File: src/rtl/alert_collector.sv
// alert_collector: per-packet match de-duplicator and alert record emitter.
// A collect bank gathers distinct pattern IDs for the open packet. At the
// (delayed) packet close, its contents move to the emit bank, which drives
// a header word plus one word per ID on a valid/ready stream while the next
// packet is already being collected.
module alert_collector #(
  parameter int ID_W      = 11,
  parameter int FLOW_W    = 7,
  parameter int MAX_IDS   = 16,
  parameter int EOP_DELAY = 4
) (
  input  logic              clk,
  input  logic              rst_n,
  input  logic [ID_W-1:0]   real_patternID,
  input  logic [FLOW_W-1:0] flow,
  input  logic              end_of_packet,
  output logic [15:0]       alert_data,
  output logic              alert_valid,
  output logic              alert_last,
  input  logic              alert_ready,
  output logic [15:0]       drop_cnt,
  output logic              busy
);

  localparam int CNT_W = $clog2(MAX_IDS + 1);
  localparam int IDX_W = (MAX_IDS > 1) ? $clog2(MAX_IDS) : 1;

  typedef enum logic [1:0] {E_IDLE, E_HDR, E_ID} estate_e;

  // ---------------------------------------------------------------------
  // End-of-packet delay line (aligns the close with the combine pipeline)
  // ---------------------------------------------------------------------
  logic eop_d;

  generate
    if (EOP_DELAY == 0) begin : g_no_dly
      assign eop_d = end_of_packet;
    end else begin : g_dly
      logic [EOP_DELAY-1:0] eop_pipe_q;
      // Shift register; every pulse travels through independently.
      always_ff @(posedge clk or negedge rst_n) begin
        if (!rst_n) eop_pipe_q <= '0;
        else        eop_pipe_q <= (eop_pipe_q << 1) | EOP_DELAY'(end_of_packet);
      end
      assign eop_d = eop_pipe_q[EOP_DELAY-1];
    end
  endgenerate

  // ---------------------------------------------------------------------
  // Collect bank
  // ---------------------------------------------------------------------
  logic [MAX_IDS-1:0][ID_W-1:0] col_ids_q, col_ids_d;
  logic [CNT_W-1:0]             col_cnt_q, col_cnt_d;
  logic                         col_trunc_q, col_trunc_d;
  logic [MAX_IDS-1:0]           hit;
  logic                         new_id, room, cap, ovf;

  // One comparator per slot; only occupied slots may report a duplicate.
  generate
    for (genvar i = 0; i < MAX_IDS; i++) begin : g_cmp
      assign hit[i] = (CNT_W'(i) < col_cnt_q) && (col_ids_q[i] == real_patternID);
    end
  endgenerate

  assign new_id = (real_patternID != '0) && !(|hit);
  assign room   = (col_cnt_q < CNT_W'(MAX_IDS));
  assign cap    = new_id && room;
  assign ovf    = new_id && !room;

  // Bank contents including this cycle's capture (a capture on the close
  // cycle belongs to the closing packet).
  always_comb begin
    col_ids_d   = col_ids_q;
    col_cnt_d   = col_cnt_q + CNT_W'(cap);
    col_trunc_d = col_trunc_q | ovf;
    for (int i = 0; i < MAX_IDS; i++) begin
      if (cap && (col_cnt_q == CNT_W'(i))) col_ids_d[i] = real_patternID;
    end
  end

  // ---------------------------------------------------------------------
  // Close decision
  // ---------------------------------------------------------------------
  estate_e          state_q, state_d;
  logic [IDX_W-1:0] idx_q, idx_d;
  logic             pkt_empty, last_hs, emit_free, swap, drop;

  assign pkt_empty = (col_cnt_d == '0) && !col_trunc_d;
  assign last_hs   = alert_valid && alert_ready && alert_last;
  assign emit_free = (state_q == E_IDLE) || last_hs;
  assign swap      = eop_d && !pkt_empty && emit_free;
  assign drop      = eop_d && !pkt_empty && !emit_free;

  // Collect bank register: cleared at every close, otherwise accumulates.
  // Slots past cnt are don't-care, so only cnt/trunc are cleared at close.
  always_ff @(posedge clk or negedge rst_n) begin
    if (!rst_n) begin
      col_ids_q   <= '0;
      col_cnt_q   <= '0;
      col_trunc_q <= 1'b0;
    end else if (eop_d) begin
      col_cnt_q   <= '0;
      col_trunc_q <= 1'b0;
    end else begin
      col_ids_q   <= col_ids_d;
      col_cnt_q   <= col_cnt_d;
      col_trunc_q <= col_trunc_d;
    end
  end

  // ---------------------------------------------------------------------
  // Emit bank: loaded only on swap, so it is stable for the whole record.
  // ---------------------------------------------------------------------
  logic [MAX_IDS-1:0][ID_W-1:0] emit_ids_q;
  logic [CNT_W-1:0]             emit_cnt_q;
  logic                         emit_trunc_q;
  logic [FLOW_W-1:0]            emit_flow_q;

  // Emit bank load at swap.
  always_ff @(posedge clk or negedge rst_n) begin
    if (!rst_n) begin
      emit_ids_q   <= '0;
      emit_cnt_q   <= '0;
      emit_trunc_q <= 1'b0;
      emit_flow_q  <= '0;
    end else if (swap) begin
      emit_ids_q   <= col_ids_d;
      emit_cnt_q   <= col_cnt_d;
      emit_trunc_q <= col_trunc_d;
      emit_flow_q  <= flow;
    end
  end

  // Saturating count of records discarded while the emitter was busy.
  always_ff @(posedge clk or negedge rst_n) begin
    if (!rst_n)                       drop_cnt <= '0;
    else if (drop && drop_cnt != '1)  drop_cnt <= drop_cnt + 16'd1;
  end

  // ---------------------------------------------------------------------
  // Emitter FSM
  // ---------------------------------------------------------------------
  // State and word index registers.
  always_ff @(posedge clk or negedge rst_n) begin
    if (!rst_n) begin
      state_q <= E_IDLE;
      idx_q   <= '0;
    end else begin
      state_q <= state_d;
      idx_q   <= idx_d;
    end
  end

  // Next state and stream outputs; words depend only on registers, so they
  // are stable while the sink stalls.
  always_comb begin
    state_d     = state_q;
    idx_d       = idx_q;
    alert_valid = 1'b0;
    alert_last  = 1'b0;
    alert_data  = '0;
    case (state_q)
      E_IDLE: begin
        if (swap) state_d = E_HDR;
      end
      E_HDR: begin
        alert_valid = 1'b1;
        alert_data  = {1'b1, emit_trunc_q, 7'(emit_flow_q), 7'(emit_cnt_q)};
        if (alert_ready) begin
          state_d = E_ID;
          idx_d   = '0;
        end
      end
      E_ID: begin
        alert_valid = 1'b1;
        alert_data  = 16'(emit_ids_q[idx_q]);
        alert_last  = (CNT_W'(idx_q) + CNT_W'(1) == emit_cnt_q);
        if (alert_ready) begin
          if (alert_last) state_d = swap ? E_HDR : E_IDLE;
          else            idx_d   = idx_q + IDX_W'(1);
        end
      end
      default: state_d = E_IDLE;
    endcase
  end

  assign busy = (state_q != E_IDLE);

endmodule

File: config.mk
export PLATFORM = sky130hd
export DESIGN_NAME = alert_collector
export DESIGN_NICKNAME = d
export VERILOG_FILES = /design/src/rtl/alert_collector.sv
export SDC_FILE = /design/constraint.sdc
export NUM_CORES = 1
export LEC_CHECK = 0
export CAP_MARGIN = 5
export CORE_ASPECT_RATIO = 1.25
export CORE_MARGIN = 2
export CORE_UTILIZATION = 40
export DETAILED_ROUTE_END_ITERATION = 7
export PLACE_DENSITY_LB_ADDON = 0.25
export SLEW_MARGIN = 20
export SYNTH_ARGS = -nofsm -noshare
export SYNTH_HDL_FRONTEND = slang
export SYNTH_SLANG_ARGS = --single-unit
File: constraint.sdc
create_clock -name clk -period 5.9 [get_ports clk]
set_clock_uncertainty 0.1 [all_clocks]
set_input_delay 0.59 -clock clk [delete_from_list [all_inputs] [get_ports clk]]
set_output_delay 0.59 -clock clk [all_outputs]
set_load 0.02 [all_outputs]
### Yosys cells after proc, flatten, opt, wreduce, memory -nomap -nowiden

Index checks and enable logic that the tools add are counted.

* add/sub/neg operators: 4
* magnitude comparators: 18
* equality and inequality tests: 40
* muxes and demuxes: 33
* reduce and logical (&&, ||, !) cells: 58
* bitwise logic cells: 2

Operators with widths (number)
* 11-bit 2-to-1 mux: 17
* 11-bit equality test: 16
* 11-bit binary-select mux with 4-bit select: 1
* 1-bit logical AND: 42
* 5-bit by 4-bit equality test with 1-bit output (second input constant): 8
* 4-bit by 5-bit < comparator with 1-bit output (first input constant): 8
* 16-bit one-hot mux with 2 select lines: 1
* 5-bit by 3-bit equality test with 1-bit output (second input constant): 4
* 3-bit by 5-bit < comparator with 1-bit output (first input constant): 4
* 16-bit by 1-bit adder with 16-bit output (second input constant): 1
* 16-bit inequality test (second input constant): 1
* 16-bit OR reduction: 1
* 4-bit 2-to-1 mux: 3
* 11-bit nonzero test: 1
* 5-bit by 2-bit equality test with 1-bit output (second input constant): 2
* 5-bit zero test: 2
* 1-bit by 5-bit < comparator with 1-bit output (first input constant): 2
* 2-bit by 5-bit < comparator with 1-bit output (first input constant): 2
* 2-bit inequality test (second input constant): 5
* 2-bit 2-to-1 mux: 4
* 4-bit one-hot mux with 2 select lines: 1
* 4-bit AND reduction: 2
* 2-bit one-hot mux with 3 select lines: 1
* 4-bit by 1-bit adder with 5-bit output (second input constant): 1
* 17 further kinds: 25

* output and inout port bits: 35
* flip-flop bits (word level): 397
* word-level logic and storage cells: 196
* bits of input ports: 22

### Longest topological paths before layout

Gate-level depths: netlist of the first run.

* depth in word-level cells: 16
* gate-level depth with buffers: 22
* gate-level depth less buffers: 14

### Worst setup path after synthesis of the first run

OpenSTA, ideal clock, no wires.

* path type: input -> register
* start: input real_patternID[0]
* end: register emit_ids_q[4] in the netlist's numbering
* required time: 5.672 ns
* setup slack: 0.935 ns
* data arrival time: 4.738 ns
* path buffers: 6
* library setup time: 0.128 ns
* stages: 20
* path through: buf_2 buf_4 xor2_1 nor4_1 o2111ai_1 o311ai_0 nor4_4 buf_6 and3b_1 ha_1 ha_1 nor3_1 a31oi_1 or4_1 a311oi_4 nor3_1 buf_4 buf_6 buf_4 mux2_1

* cells in the longest elaborated chain, start to end: 12
* elaborated cells between the ends (all ways): 48
* classes of those cells: add/sub: 1; eq/ne: 16; mux: 1; bitwise: 1; reduce/logical: 29

RTL lines
* from (decl): line 14 `input logic [ID_W-1:0] real_patternID,`
* 11-bit equality test: line 61 `assign hit[i] = (CNT_W'(i) < col_cnt_q) && (col_ids_q[i] == real_patternID);`
* 1-bit logical AND: line 61
* 16-bit OR reduction: line 65 `assign new_id = (real_patternID != '0) && !(|hit);`
* 1-bit zero test: line 65
* 1-bit logical AND (*): line 65
* 1-bit logical AND, on equally long branches: line 67, 68
* 5-bit by 1-bit adder with 5-bit output or 1-bit bitwise OR (tied branches): line 74, 75
* 5-bit zero test or 1-bit zero test (tied branches): line 88 `assign pkt_empty = (col_cnt_d == '0) && !col_trunc_d;`
* 1-bit logical AND: line 88
* 1-bit zero test: line 91 `assign swap = eop_d && !pkt_empty && emit_free;`
* 1-bit logical AND (2 in a row): line 91
* to (signal assigned): line 127 `emit_ids_q <= col_ids_d;`
* to (decl): line 114 `logic [MAX_IDS-1:0][ID_W-1:0] emit_ids_q;`

Every way passes the cells marked *; elsewhere a longest branch is shown, timed or not.
A chain may end at the register's enable or synchronous reset.

### Final worst setup path of the first run

* start: input real_patternID[0]
* end: register emit_ids_q[45] in the netlist's numbering

Same word-level chain as after synthesis.

==> flow_summary.json, run 1 <==
{
  "cp.required_ns": 6.23,
  "synth_edf_count": 0,
  "synth.avg_cell_area_um2": 13.5,
  "final_cell_mix": "470 x mux2_2, 395 x dfrtp_1, 119 x xnor2_1",
  "synth_nets": 1632,
  "reg2reg_setup_slack_ns": 0.71,
  "dieArea_um2": 55700,
  "seq_area_frac_synth_pct": 46.1,
  "p_leak_nw": 10.7,
  "syn_to_final_growth_pct": 11.7,
  "reg2reg_from": "col_cnt_q[2]$_DFF_PN0_",
  "outcome": "completed",
  "cts_sinks": 397,
  "ys_types": 56,
  "clock-root-buffer": "clkbuf_16",
  "crit_path_end": "emit_ids_q[45]$_DFFE_PN0N_",
  "grt_usage_pct": 20.6,
  "wl_per_cell_um": 24.3,
  "end_kind": "flip-flop",
  "crit_top_cell": "ha_1",
  "critPathMaxFanout": 94,
  "ir_drop_mv": 0.229,
  "cap_viol_max_count": 0,
  "io_buffers": 56,
  "place.gp.congestion": 0.822,
  "synth_top_area_cell": "dfrtp_1",
  "grt_pass1_wl_mm": 87.4,
  "max_slew.worst_pin.slew_ns": 1.15,
  "startpoint_type": "input pin",
  "rsz0062_at_grt": "no",
  "finalSetupViolCount": 0,
  "synth_area_um2": 21500,
  "cpPeakStageDelay_ns": 0.68,
  "reg2reg_depth": 13,
  "boundaryPins": 57,
  "cts_buffer_depth": 3,
  "worstSetupPathType": "in2reg",
  "nNetsFinal": 1642,
  "fin_hold_ws_ns": 0.251,
  "grt_pass1_vias": 13600,
  "dp.final_hpwl_mm": 38.0,
  "die_x_um": 212,
  "n_antenna_cell": 0,
  "cp-startpoint": "real_patternID[0]",
  "via_count": 12900,
  "cts_buffers": 43,
  "dieHeight_um": 263,
  "powerDensity_nw_per_um2": 372,
  "grt-ovfl-total": 0,
  "wl_mm": 56.4,
  "netlist_instances": 1601,
  "ys_warn_count": 0,
  "setup_tns_ns": 0,
  "drt_first_pass_iters": 5,
  "synth.area.top_cells": "dfrtp_1 46%, mux2_2 25%, mux4_2 5.8%",
  "crit_chain": "buf_2 > buf_4 > xnor2_1 > nand4_1 > a2111oi_0 > a22o_1 > nor4_4 > and3b_1 > ha_1 > ha_1 > nor3_1 > a31oi_1 > or4_1 > a311oi_4 > nor3_2 > buf_12 > mux2_1",
  "finalPower_mw": 8.95,
  "viasPerCell": 5.58,
  "hold_path_class": "reg2reg",
  "drtIter0Drc": 843,
  "reg2reg_to": "emit_ids_q[45]$_DFFE_PN0N_",
  "async_flop_share_pct": 100,
  "htree_levels": 2,
  "core_um2": 53500,
  "grt_max_degree": 143,
  "cts_tree": "built",
  "synth_top_area_share_pct": 46.1,
  "cp_slowest_cell": "a2111oi_0",
  "max_freq_mhz": 191,
  "synth_ff_type": "dfrtp_1",
  "antenna_found_initial": 0,
  "finalCritPeriodShare_pct": 88.6,
  "fin_crit_ns": 5.23,
  "slew_headroom_pct": 23.3,
  "drive_gt1_share_pct": 41.7,
  "initial_utilization_pct": 40.3,
  "final_hold_viol_count": 0,
  "rows": 95,
  "postCtsSetupBuffers": 0,
  "route.detailed.drc": 0,
  "final_common_cell": "mux2_2",
  "ys_ff_latch": 397,
  "arrival_ns": 5.55,
  "ant_nets": 0,
  "path_clk_slew_ns": 0.06,
  "clock_latency_ns": 0.56,
  "slew_violations": 0
}
kinds of logic (layout without fill, tap and decap cells):
kind of cell | count (synthesis) | after routing | share of synthesized area [%]
multiplexers | 598 | 598 | 34.3
flip-flops | 397 | 397 | 46.1
XOR/XNOR | 199 | 199 | 8.09
AND/OR/NAND/NOR | 187 | 187 | 5.37
buffers and inverters | 162 | 202 | 3.89
AO/OA/AOI/OAI | 49 | 49 | 1.71
adder cells (fa/ha/maj) | 9 | 9 | 0.523
report_power, final:
group | total [mW] | switching [mW] | internal (mW)
Sequential | 3.71 | 0.456 | 3.26
Combinational | 2.61 | 1.24 | 1.37
Clock | 2.62 | 1.11 | 1.51
Total | 8.95 | 2.82 | 6.13
worst max-delay path: cells and delay by family:
kind / cells / cell delay (ns)
buffers and inverters: 3 / 1.05
AO/OA/AOI/OAI: 4 / 1.38
XOR/XNOR: 1 / 0.14
adder cells (fa/ha/maj): 2 / 0.43
multiplexers: 1 / 0.46
AND/OR/NAND/NOR: 6 / 1.25
synthesized netlist by cell type (2+ instances only):
cell type  instances
and2b_1            2
mux2_4            10
ha_1               9
nand2_1           13
mux2i_1            3
nand2b_1           3
nor2b_1           14
xnor2_1          119
o21ai_0            8
buf_4             24
a31oi_1            4
nand4_2            2
nand4_1           36
nand4_4            5
mux4_2            55
buf_2             58
nor4b_1            2
nand3_1           17
buf_6              9
and3_1             9
and2_1             7
a2111oi_0          3
o2111ai_1          4
nor3_1            16
nor2_1            28
mux2_2           470
buf_1             17
a22oi_1            9
inv_1              9
nor4_1            25
mux2_1            60
dfrtp_1          397
xor2_1            80
clkbuf_1          45
a21o_1             2
a21oi_1            7
metal layers:
metal  global-route usage [%]  up-vias  wire length, um
li1                         -     5795                -
met1                     28.0     6867            25400
met2                     35.0      220            28000
met3                     2.65       61             1910
met4                     5.14        0             1200
met5                        0        -                0
flip-flops by register name, summed over array words and instances, names as in the netlist:
signal,count
col_ids_q,176
emit_ids_q,176
drop_cnt,16
emit_flow_q,7
col_cnt_q,5
emit_cnt_q,5
g_dly.eop_pipe_q,4
idx_q,4
state_q,2
col_trunc_q,1
emit_trunc_q,1
how the worst min path moves through the flow:
stage,start,end,cells past startpoint
global route,g_dly.eop_pipe_q[2]$_DFF_PN0_,g_dly.eop_pipe_q[3]$_DFF_PN0_,0
global placement,g_dly.eop_pipe_q[2]$_DFF_PN0_,g_dly.eop_pipe_q[3]$_DFF_PN0_,0
floorplan,rst_n,col_cnt_q[0]$_DFF_PN0_,0
finish,g_dly.eop_pipe_q[1]$_DFF_PN0_,g_dly.eop_pipe_q[2]$_DFF_PN0_,0
detailed placement,g_dly.eop_pipe_q[1]$_DFF_PN0_,g_dly.eop_pipe_q[2]$_DFF_PN0_,0
CTS,real_patternID[2],col_ids_q[68]$_DFFE_PN0N_,2
final cells by class:
class | instances | area [um^2]
fillers | 4834 | 29400
multi-input cells | 1042 | 10800
flip-flops and latches | 397 | 9940
clock buffers | 67 | 1300
repair buffers | 118 | 1120
well taps | 679 | 850
clock inverters | 8 | 43.8
inverters | 9 | 33.8
what timing repair did:
item | in CTS | in global routing
resized for setup | 0 | 0
endpoints found under the hold margin | 82 | 0
setup endpoints to repair | 0 | 0
hold buffers | 1 | 0
through the flow:
| step | instance area [um^2] | cells | util (%) | worst slack (ns) |
|---|---|---|---|---|
| global route | 24100 | 2320 | 45.0 | 0.624 |
| global placement | 22700 | 2244 | 42.4 | 0.290 |
| finish | 24100 | 2320 | 45.0 | 0.675 |
| floorplan | 21500 | 1601 | - | 0.935 |
| detailed placement | 22700 | 2244 | 42.4 | 0.291 |
| CTS | 24100 | 2320 | 45.0 | 0.869 |
(Power assumes the default switching activity.)
==> run 2: changes to the inputs <==
Settings changed: CTS_BUF_LIST set to sky130_fd_sc_hd__clkbuf_4 sky130_fd_sc_hd__clkbuf_8 sky130_fd_sc_hd__clkbuf_16.
==> run 2 against run 1 <==
  * Register-to-register slack got worse by 0.02 ns
  * Die area did not move
  * Critical path type is now reg2reg
  * Clock power rose by 2%
  * Global-route usage barely moved
  * Largest power group unchanged
  * Largest cell class unchanged
==> flow_summary.json, run 2 (synthesis gave the netlist of run 1 again) <==
{
  "outcome": "completed",
  "reg2reg_setup_slack_ns": 0.69,
  "finalCritPeriodShare_pct": 88.3,
  "cts_buffer_depth": 3,
  "ir_drop_mv": 0.227,
  "fin_hold_ws_ns": 0.251,
  "final_hold_viol_count": 0,
  "end_kind": "flip-flop",
  "place_ws_ns": 0.291,
  "dieHeight_um": 263,
  "via_count": 12900,
  "p_leak_nw": 10.7,
  "reg2reg_from": "col_cnt_q[2]$_DFF_PN0_",
  "reg2reg_depth": 13,
  "min_to": "g_dly.eop_pipe_q[2]$_DFF_PN0_",
  "nNetsFinal": 1642,
  "reg2reg_to": "emit_ids_q[68]$_DFFE_PN0N_",
  "cpPeakStageDelay_ns": 0.61,
  "clock-root-buffer": "clkbuf_16",
  "max_slew.worst_pin.slew_ns": 1.14,
  "final_common_cell": "mux2_2",
  "slew_headroom_pct": 24.3,
  "dp.final_hpwl_mm": 38.0,
  "critPathTopFamily": "simple AND/OR/NAND/NOR gates",
  "drtIter0Drc": 850,
  "arrival_ns": 5.54,
  "cap_viol_max_count": 0,
  "clock_latency_ns": 0.56,
  "path_clk_slew_ns": 0.06,
  "finalSetupViolCount": 0,
  "crit_buf_inv": 1,
  "syn_to_final_growth_pct": 11.9,
  "rsz0062_at_grt": "no",
  "setup_slack_ns": 0.689,
  "critPathMaxFanout": 94,
  "cts_resized": 0,
  "setup_tns_ns": 0,
  "grt_pass1_wl_mm": 87.5,
  "slew_violations": 0,
  "cts_tree": "built",
  "ant_nets": 0,
  "route.detailed.drc": 0,
  "rows": 95,
  "die_x_um": 212,
  "layout.cells.non_filler": 2320,
  "n_antenna_cell": 0,
  "crit_chain": "and2_1 > a31oi_1 > nor4_1 > or4_4 > nor4_4 > and3b_1 > ha_1 > ha_1 > or4_1 > a311oi_4 > nor3_2 > buf_12 > mux2_1",
  "finalPower_mw": 9.01,
  "core_um2": 53500,
  "fin_crit_ns": 5.21,
  "viasPerCell": 5.55,
  "place_inst": 2244,
  "htree_levels": 2,
  "ctsHoldBuffers": 1,
  "drive_gt1_share_pct": 42.5,
  "cts_buffers": 43,
  "antenna_found_initial": 0,
  "drt_first_pass_iters": 5,
  "place.gp.congestion": 0.822,
  "final_cell_mix": "470 x mux2_2, 395 x dfrtp_1, 119 x xnor2_1",
  "grt_max_degree": 143,
  "max_freq_mhz": 192,
  "cts_sinks": 397,
  "crit_top_cell": "ha_1",
  "wl_per_cell_um": 24.3,
  "boundaryPins": 57,
  "io_buffers": 56,
  "worstHoldStart": "g_dly.eop_pipe_q[1]$_DFF_PN0_",
  "initial_utilization_pct": 40.3,
  "top_regs": "col_ids_q: 176 flops, emit_ids_q: 176 flops, drop_cnt: 16 flops",
  "wl_mm": 56.4,
  "powerDensity_nw_per_um2": 374,
  "worstSetupPathType": "reg2reg",
  "hold-path-cell-count": 0,
  "cp.required_ns": 6.23,
  "hold_path_class": "reg2reg",
  "grt_pass1_vias": 13600,
  "postCtsSetupBuffers": 0,
  "cp_slowest_cell": "or4_1",
  "grt_usage_pct": 20.6,
  "startpoint_type": "flip-flop",
  "dieArea_um2": 55700,
  "grt-ovfl-total": 0
}
## run 2: cell counts in the layout (fill, tap and decap cells not counted)
No cell type changed its count.
## run 2: area by class of cell
class	count	area, um^2
Timing Repair Buffer	118	1120
Clock buffer	67	1350
Clock inverter	8	43.8
Inverter	9	33.8
Multi-Input combinational cell	1042	10800
Fill cell	4829	29400
Tap cell	679	850
Sequential cell	397	9940
## run 2: worst reg2reg max path, stage by stage (launching register included)
cell,delay [ns]
dfrtp_1,0.59
and2_1,0.45
a31oi_1,0.38
nor4_1,0.15
or4_4,0.54
nor4_4,0.30
and3b_1,0.19
ha_1,0.16
ha_1,0.26
or4_1,0.61
a311oi_4,0.31
nor3_2,0.12
buf_12,0.22
mux2_1,0.69
## run 2: report_power, final
group / leakage [nW] / switching, mW / internal (mW)
Clock: 0.711 / 1.12 / 1.57
Combinational: 4.76 / 1.24 / 1.37
Sequential: 5.23 / 0.456 / 3.26
Total: 10.7 / 2.82 / 6.19
## run 2: how the worst max path moves through the flow
stage / startpoint / to / slack (ns) / depth (start not counted)
2_1_floorplan: real_patternID[0] / emit_ids_q[4]$_DFFE_PN0N_ / 0.93 / 20
3_3_place_gp: real_patternID[0] / emit_ids_q[71]$_DFFE_PN0N_ / 0.29 / 17
3_5_place_dp: real_patternID[0] / emit_ids_q[45]$_DFFE_PN0N_ / 0.29 / 17
4_1_cts: real_patternID[0] / emit_ids_q[68]$_DFFE_PN0N_ / 0.86 / 17
5_1_grt: col_cnt_q[2]$_DFF_PN0_ / emit_ids_q[133]$_DFFE_PN0N_ / 0.62 / 15
6_report: col_cnt_q[2]$_DFF_PN0_ / emit_ids_q[68]$_DFFE_PN0N_ / 0.69 / 13
## run 2: stage by stage
stage / cell area, um^2 / utilization, %
after floorplan: 21500 / -
after global placement: 22700 / 42.4
after detailed placement: 22700 / 42.4
after CTS: 24100 / 45.1
after global routing: 24100 / 45.1
final: 24100 / 45.1
## run 2: layer usage
metal	global-route usage (%)	wire length (um)	share of wire, %	vias up
met3	2.62	2030	3.6	63
met1	27.9	25200	45	6803
met5	0	0	0	-
met2	35.0	28100	50	223
li1	-	-	-	5798
met4	5.14	1200	2.1	0
